$ cat src/rtl/crc_engine.sv
// rtl/crc_engine.sv - streaming CRC engine, DATA_W bits per beat, frame-based with residue check
//
// Ports:
//   clk_i        single clock, rising edge
//   rstn_i       asynchronous active-low reset
//   valid_i      data_i holds a beat to consume this cycle (no backpressure)
//   data_i       beat data, MSB processed first
//   last_i       current valid beat closes the frame
//   abort_i      drop the open frame (and any beat presented with it)
//   busy_o       a frame is open (RUN)
//   crc_o        final CRC (register ^ XOR_OUT) of the latest completed frame
//   crc_valid_o  one-cycle pulse when crc_o/match_o/len_o update
//   match_o      latest completed frame left the raw register equal to RESIDUE
//   len_o        beat count of the latest completed frame (saturating)
module crc_engine #(
    parameter int                 CRC_W   = 16,
    parameter logic [CRC_W-1:0]   POLY    = 16'h1021,
    parameter logic [CRC_W-1:0]   INIT    = 16'hFFFF,
    parameter logic [CRC_W-1:0]   XOR_OUT = 16'h0000,
    parameter logic [CRC_W-1:0]   RESIDUE = 16'h0000,
    parameter int                 DATA_W  = 8,
    parameter int                 LEN_W   = 16
) (
    input  logic              clk_i,
    input  logic              rstn_i,
    input  logic              valid_i,
    input  logic [DATA_W-1:0] data_i,
    input  logic              last_i,
    input  logic              abort_i,
    output logic              busy_o,
    output logic [CRC_W-1:0]  crc_o,
    output logic              crc_valid_o,
    output logic              match_o,
    output logic [LEN_W-1:0]  len_o
);

    localparam logic [1:0] ST_IDLE = 2'd0;
    localparam logic [1:0] ST_RUN  = 2'd1;
    localparam logic [1:0] ST_DONE = 2'd2;

    logic [1:0]       state;
    logic [CRC_W-1:0] crc_q;
    logic [LEN_W-1:0] cnt_q;

    logic [CRC_W-1:0] crc_next;
    logic [LEN_W-1:0] cnt_next;
    logic             fb;

    assign busy_o = (state == ST_RUN);

    // A beat accepted outside RUN opens a new frame, so it is seeded from INIT
    // rather than whatever the previous frame left in the register.
    always_comb begin
        crc_next = (state == ST_RUN) ? crc_q : INIT;
        fb       = 1'b0;
        for (int i = 0; i < DATA_W; i++) begin
            fb       = crc_next[CRC_W-1] ^ data_i[DATA_W-1-i];
            crc_next = {crc_next[CRC_W-2:0], 1'b0} ^ (fb ? POLY : {CRC_W{1'b0}});
        end
    end

    always_comb begin
        if (state != ST_RUN)
            cnt_next = LEN_W'(1);
        else if (cnt_q == {LEN_W{1'b1}})
            cnt_next = cnt_q;
        else
            cnt_next = cnt_q + 1'b1;
    end

    always_ff @(posedge clk_i or negedge rstn_i) begin
        if (!rstn_i) begin
            state       <= ST_IDLE;
            crc_q       <= INIT;
            cnt_q       <= '0;
            crc_o       <= '0;
            crc_valid_o <= 1'b0;
            match_o     <= 1'b0;
            len_o       <= '0;
        end else begin
            crc_valid_o <= 1'b0;
            if (abort_i) begin
                // Abort wins over a simultaneous beat, including a last beat.
                state <= ST_IDLE;
                crc_q <= INIT;
                cnt_q <= '0;
            end else if (valid_i) begin
                crc_q <= crc_next;
                cnt_q <= cnt_next;
                if (last_i) begin
                    state       <= ST_DONE;
                    crc_o       <= crc_next ^ XOR_OUT;
                    match_o     <= (crc_next == RESIDUE);
                    len_o       <= cnt_next;
                    crc_valid_o <= 1'b1;
                end else begin
                    state <= ST_RUN;
                end
            end else if (state != ST_RUN) begin
                // DONE lasts one cycle; idle cycles inside RUN hold everything.
                state <= ST_IDLE;
            end
        end
    end

endmodule

$ cat config.mk
export PLATFORM = sky130hd
export DESIGN_NAME = crc_engine
export DESIGN_NICKNAME = d
export VERILOG_FILES = /design/src/rtl/crc_engine.sv
export SDC_FILE = /design/constraint.sdc
export NUM_CORES = 1
export LEC_CHECK = 0
export ABC_AREA = 1
export BUFFER_PORTS_ARGS = -buffer_cell sky130_fd_sc_hd__buf_2
export CAP_MARGIN = 25
export CORE_ASPECT_RATIO = 0.5
export CORE_MARGIN = 1.5
export CORE_UTILIZATION = 57
export DETAILED_ROUTE_END_ITERATION = 10
export PLACE_DENSITY = 0.79
export SLEW_MARGIN = 40
export SYNTH_ARGS = -nofsm -noshare
export SYNTH_HDL_FRONTEND = slang
export SYNTH_SLANG_ARGS = --single-unit
$ cat constraint.sdc
create_clock -name clk_i -period 2.23 [get_ports clk_i]
set_clock_uncertainty 0.15 [all_clocks]
set_input_delay 0.5575 -clock clk_i [delete_from_list [all_inputs] [get_ports clk_i]]
set_output_delay 0.5575 -clock clk_i [all_outputs]
set_load 0.05 [all_outputs]
==> out/qor.csv, run 1 <==
stage,metric,value,unit
status,status,"finished, final reports clean",
final_layout,syn_to_final_growth,18.7,%
floorplan,fp.dieW,114,um
timing,fin_ws,0.128,ns
clocking,cts_tree,yes,
placement,gp_congestion,0.907,
global_route,grt_max_degree,56,
final_layout,nets,542,
final_layout,postLayoutCoreUtil,72.8,%
global_route,antenna_found_initial,0,
min_path,holdPathStages,2,
final_layout,multi_input_area,0.00146,mm^2
timing,setup_tns,0,ns
logic_synthesis,yosysWarnings,0,
placement,dpl.hpwl,5850,um
power_and_ir_drop,peakVddDrop,575,uV
clocking,numCtsBuffers,9,
logic_synthesis,yosysTopAreaCell,dfrtp_1,
clocking,cts.clk_slew.worst_paths,0.05,ns
placement,port_buffers,47,
routing,drt-total-wl,8480,um
routing,postRouteAntennaNets,0,
timing,finalSetupViolCount,0,
floorplan,fp-row-count,19,
logic_synthesis,syn_inst,472,
timing,max-slew-margin-rel,47.3,%
timing,period_share,94.3,%
clocking,cts_setup_buffers,0,
clocking,h-tree-depth,3,
critical_path,worst-path-max-fanout,7,
timing,period_minus_slack,2.10,ns
timing,max_freq,0.476,GHz
run,drv_cap,0,
logic_synthesis,syn_nets,486,
timing,worst_slew_pin_slew,0.789,ns
power_and_ir_drop,leakage,0.00215,uW
logic_synthesis,synth.most_common_cell,nand2_1,
global_route,grt.overflow.total,0,
floorplan,initial_core_util,61.4,%
min_path,hold_end,state[0]$_DFFE_PN0P_,
logic_synthesis,synth_seq_area_share,49.4,%
logic_synthesis,synth-edff-count,0,
clocking,root_buffer,clkbuf_16,
critical_path,timing.critical_path.required,1.52,ns
logic_synthesis,synth.avg_cell_area,7.39,um^2
routing,viasPerCell,5.40,
logic_synthesis,synth_area_leaders,"dfrtp_1, nand2_1, dfstp_2",
final_layout,seqCellArea,0.00172,mm^2
critical_path,rr_startpoint,cnt_q[0]$_DFFE_PN0P_,
timing,rsz0062_at_grt,false,
routing,vias,3273,
logic_synthesis,yosysTopAreaCellShare,37.3,%
critical_path,start_kind,register,
final_layout,layout-drive-gt1-share,18.0,%
min_path,worstHoldPathType,primary input to register,
clocking,clockBufferDepth,2,
logic_synthesis,netlist_area,0.00349,mm^2
min_path,hold_start,last_i,
critical_path,end_kind,primary output,
critical_path,worstSetupPathType,register to primary output,
critical_path,arrival,1.39,ns
logic_synthesis,synth.distinct_cells,26,
timing,finalHoldViolCount,0,
power_and_ir_drop,powerDensity,774,mW/mm^2
routing,routedWlPerCell,14.0,um
routing,dr.pass1.iters,5,
critical_path,ff2ff_path_depth,10,
floorplan,die_h,58.3,um
critical_path,reg2reg_slack,0.22,ns
routing,drc_errors,0,
global_route,grt_pass1_vias,3086,
floorplan,ios,48,
routing,first_iter_violations,314,
logic_synthesis,ys_ff_latch,68,
clocking,clkLatencyLatePin,0.33,ns
logic_synthesis,ys_top_cells_by_count,"nand2_1, inv_1, dfrtp_1",
global_route,grt_pass1_wl,14400,um
final_layout,fillCellCount,488,
floorplan,core,0.00568,mm^2
logic_synthesis,synthArstFlopShare,100,%
logic_synthesis,ys_dominant_reg_cell,dfrtp_1,
timing,drv_slew,0,
final_layout,diodes,0,
critical_path,worstReg2RegEnd,len_o[7]$_DFFE_PN0P_,
power_and_ir_drop,power.total,3200,uW
floorplan,fp.dieArea,0.00662,mm^2
placement,place_ws,0.190,ns
clocking,cts.sinks,68,
global_route,gr-usage-all-layers,28.7,%
## metrics by stage
| step | cell area [um^2] | cells | hold slack (ns) |
|---|---|---|---|
| 3_3_place_gp | 3850 | 589 | 0.311 |
| 4_1_cts | 4120 | 606 | 0.294 |
| 2_1_floorplan | 3490 | 472 | 0.112 |
| 3_5_place_dp | 3850 | 589 | 0.312 |
| 6_report | 4140 | 606 | 0.305 |
| 5_1_grt | 4140 | 606 | 0.308 |
## layout make-up
class / count / area share, %
flip-flops and latches: 68 / 41.6
inverters: 70 / 6.35
clock inverters: 3 / 0.363
well taps: 73 / 2.21
repair buffers: 60 / 8.47
multi-input cells: 319 / 35.2
clock buffers: 13 / 5.81
## repair_timing
action,4_1_cts,5_1_grt
gates resized for setup,1,6
hold endpoints to repair,8,0
endpoints found under the setup margin,1,10
pin swaps,0,0
hold buffers,1,0
## routing by layer
metal,share of wire (%),global-route usage [%],vias up
met5,0,0,-
met4,1.7,8.93,0
met3,6.0,8.34,19
met2,47,47.7,86
met1,45,37.3,1557
li1,-,-,1611
## worst max-delay path by stage
stage,endpoint,slack [ns],cells past startpoint,start
floorplan,busy_o,0.03,5,state[0]$_DFFE_PN0P_
global placement,cnt_q[6]$_DFFE_PN0P_,0.19,6,valid_i
detailed placement,cnt_q[8]$_DFFE_PN0P_,0.19,6,valid_i
CTS,busy_o,0.04,4,state[0]$_DFFE_PN0P_
global route,cnt_q[7]$_DFFE_PN0P_,0.006,10,cnt_q[0]$_DFFE_PN0P_
finish,busy_o,0.13,4,state[0]$_DFFE_PN0P_
## registers in the layout, summed over array words and instances, names as in the netlist
signal	count
cnt_q	16
crc_o	16
crc_q	16
crc_valid_o	1
len_o	16
match_o	1
state	2
## placed cells by master, fill, tap and decap left out, drive strengths merged
cell         count
nand4            3
o21ai           33
clkbuf          13
xor2             3
xnor2            3
nand3           46
clkinv           5
dlygate4sd3      1
dfrtp           52
buf             59
nand3b           1
o31ai            1
inv             68
nand2          159
o22ai           21
a21oi            4
nor2            35
nor3             6
ha               1
dfstp           16
a31oi            3
## power by group
group | internal (uW) | switching, uW
Clock | 747 | 490
Sequential | 1340 | 46.8
Combinational | 139 | 443
## cells by family after synthesis
logic type / synth area share [%]
buffers and inverters: 9.44
XOR/XNOR: 1.51
AO/OA/AOI/OAI: 9.83
flip-flops: 49.4
AND/OR/NAND/NOR: 29.5
adder cells (fa/ha/maj): 0.359
## worst max-delay path: stages, from the launching register on
cell and delay [ns]:
dfrtp_2 0.41, inv_1 0.08, nor2_4 0.16, buf_4 0.18, buf_4 0.22
(Power assumes the default switching activity.)
==> inputs of run 2 (changes only) <==
Settings changed: CORE_UTILIZATION 57 to 52, PLACE_DENSITY 0.79 to 0.76.
Clock period 2.23 ns to 1.8 ns, I/O delays scaled along.
==> run 2 against run 1 <==
Against the previous run:
- the flow now finishes with violations (negative setup slack)
- die area up 9.2%
- count of clock-buffer cells in the layout down 1
- combinational power up 51%
- first-iteration DRC count down 11%
- register-to-register slack worse by 0.36 ns
- non-clock buffer count up 37
- critical path depth up 11
- core utilization up 5.2 points
- sequential cell count unchanged
- global-route usage down 2.0 points
- worst hold slack worse by 0.091 ns
- routed wire length up 21%
==> out/qor.csv, run 2 (synthesized netlist as in run 1, its figures left out) <==
stage,metric,value,unit,change
status,status,finished with violations,,
status,violations,negative setup slack,,
routing,drt-total-wl,10300,um,+21%
floorplan,die_h,60.9,um,+4.5%
power_and_ir_drop,leakage,0.00246,uW,+14%
timing,max-slew-margin-rel,76.7,%,+29 points
critical_path,worst-path-max-fanout,4,,-3
timing,max_freq,0.517,GHz,
routing,first_iter_violations,278,,-11%
final_layout,final_common_cell,nand2_1,,
timing,finalHoldViolCount,0,,unchanged
global_route,gr-usage-all-layers,26.7,%,-2.0 points
final_layout,layout-drive-gt1-share,39.5,%,+21 points
routing,routedWlPerCell,15.6,um,+12%
final_layout,final_cell_mix,"nand2_1, inv_1, dfrtp_1, buf_2, buf_4",,
critical_path,start_kind,register,,
final_layout,diodes,0,,unchanged
floorplan,core,0.00626,mm^2,+10%
final_layout,nets,579,,+6.8%
global_route,antenna_found_initial,0,,unchanged
final_layout,postLayoutCoreUtil,78.0,%,+5.2 points
timing,drv_slew,0,,unchanged
final_layout,final_cells,658,,+8.6%
routing,dr.pass1.iters,5,,unchanged
placement,port_buffers,47,,unchanged
critical_path,arrival,2.06,ns,+0.67 ns
floorplan,ios,48,,unchanged
timing,worst_slew_pin_slew,0.350,ns,-0.439 ns
timing,timing.hold.ws,0.214,ns,-0.0912 ns
timing,finalSetupViolCount,13,,+13
routing,drc_errors,0,,unchanged
timing,rsz0062_at_grt,true,,
critical_path,timing.critical_path.required,1.93,ns,+0.41 ns
critical_path,end_kind,register,,
timing,period_minus_slack,1.94,ns,
clocking,root_buffer,clkbuf_16,,
placement,dpl.hpwl,6120,um,+4.7%
floorplan,fp.dieArea,0.00723,mm^2,+9.2%
floorplan,initial_core_util,55.7,%,-5.6 points
routing,vias,3570,,+9.1%
critical_path,worstSetupPathType,register to register,,
clocking,cts.sinks,68,,unchanged
placement,dp_cells,626,,+6.3%
global_route,grt_pass1_vias,3066,,-0.65%
timing,period_share,108,%,
clocking,cts.clk_slew.worst_paths,0.05,ns,about the same
placement,gp_congestion,0.949,,+4.6%
routing,viasPerCell,5.43,,+0.45%
clocking,clkLatencyLatePin,0.33,ns,about the same
final_layout,syn_to_final_growth,40.1,%,
timing,fin_ws,-0.135,ns,-0.263 ns
clocking,h-tree-depth,3,,unchanged
global_route,grt_max_degree,69,,+23%
power_and_ir_drop,powerDensity,897,mW/mm^2,+16%
global_route,grt_pass1_wl,14400,um,+0.19%
min_path,worstHoldPathType,primary input to register,,
routing,postRouteAntennaNets,0,,unchanged
floorplan,fp-row-count,20,,+1
power_and_ir_drop,peakVddDrop,675,uV,+17%
clocking,clockBufferDepth,2,,unchanged
clocking,cts_tree,yes,,
global_route,grt.overflow.total,0,,unchanged
floorplan,fp.dieW,119,um,+4.6%
clocking,numCtsBuffers,9,,unchanged
run,drv_cap,0,,unchanged
[run 2: cell types whose count changed in the layout (fill, tap and decap cells not counted), moves of 6 or more]
cell / delta
nand3_1: -6
inv_2: +8
o21ai_1: +7
buf_4: +30
nand2_1: -47
nand2_2: +36
nor2_1: -11
inv_1: -9
nand2_4: +11
nor2_2: +9
o21ai_0: -12
[run 2: worst paths after layout]
| check | start | endpoint | slack (ns) | cells after the start |
|---|---|---|---|---|
| setup / recovery | state[0]$_DFFE_PN0P_ | match_o$_DFFE_PN0P_ | -0.14 | 15 |
| hold / removal | last_i | state[0]$_DFFE_PN0P_ | 0.21 | 2 |
| setup reg to reg | state[0]$_DFFE_PN0P_ | match_o$_DFFE_PN0P_ | -0.14 | 15 |
| hold reg to reg | crc_o[9]$_DFFE_PN0P_ | crc_o[9]$_DFFE_PN0P_ | 0.32 | 2 |
| max in group asynchronous | rstn_i | crc_q[4]$_DFFE_PN1P_ | 0.64 | 3 |
| min in group asynchronous | rstn_i | state[0]$_DFFE_PN0P_ | 0.53 | 3 |
[run 2: metal layers]
metal	up-vias	global-route usage (%)	wire, um
li1	1689	-	-
met1	1687	33.3	4280
met2	159	47.1	4980
met3	35	6.67	677
met4	0	9.12	323
met5	-	0	0
[run 2: repair_timing]
item	in CTS	in global routing
hold buffers	1	0
pin swaps	5	39
endpoints found under the setup margin	11	46
buffers inserted	5	10
endpoints found under the hold margin	8	0
resized for setup	26	106
[run 2: power by group]
part / switching [uW] / total, uW / leakage [uW] / internal (uW)
registers: 63.0 / 1720 / 0.000856 / 1650
logic: 624 / 880 / 0.00145 / 256
clock network: 642 / 1780 / 0.000149 / 1140
[run 2: metrics by stage]
stage	TNS, ns	setup slack [ns]	total power [uW]	cell area (um^2)
after CTS	-0.0908	-0.0428	4280	4500
after floorplan	0	0.0109	2230	3490
final	-0.723	-0.135	4380	4880
after global routing	-3.58	-0.256	4540	4880
after global placement	-0.0796	-0.0544	2470	4060
after detailed placement	-0.132	-0.0607	2480	4060
[run 2: layout make-up]
cell class	count	area, um^2
multi-input combinational	319	1790
sequential	68	1730
fill	416	1370
timing repair buffer	97	688
inverter	70	265
clock buffer	12	256
tap	88	110
clock inverter	4	47.5
[run 2: worst max-delay path: stages, from the launching register on]
cell     delay (ns)
dfrtp_1        0.40
buf_4          0.16
buf_4          0.14
nand3_1        0.11
nand2_1        0.09
nand2_2        0.10
inv_1          0.06
nand2_2        0.09
nand2_4        0.08
nand2_2        0.06
nand2_2        0.07
inv_1          0.09
nand2_1        0.06
nor2_1         0.09
nand3_1        0.08
nand2_1        0.06
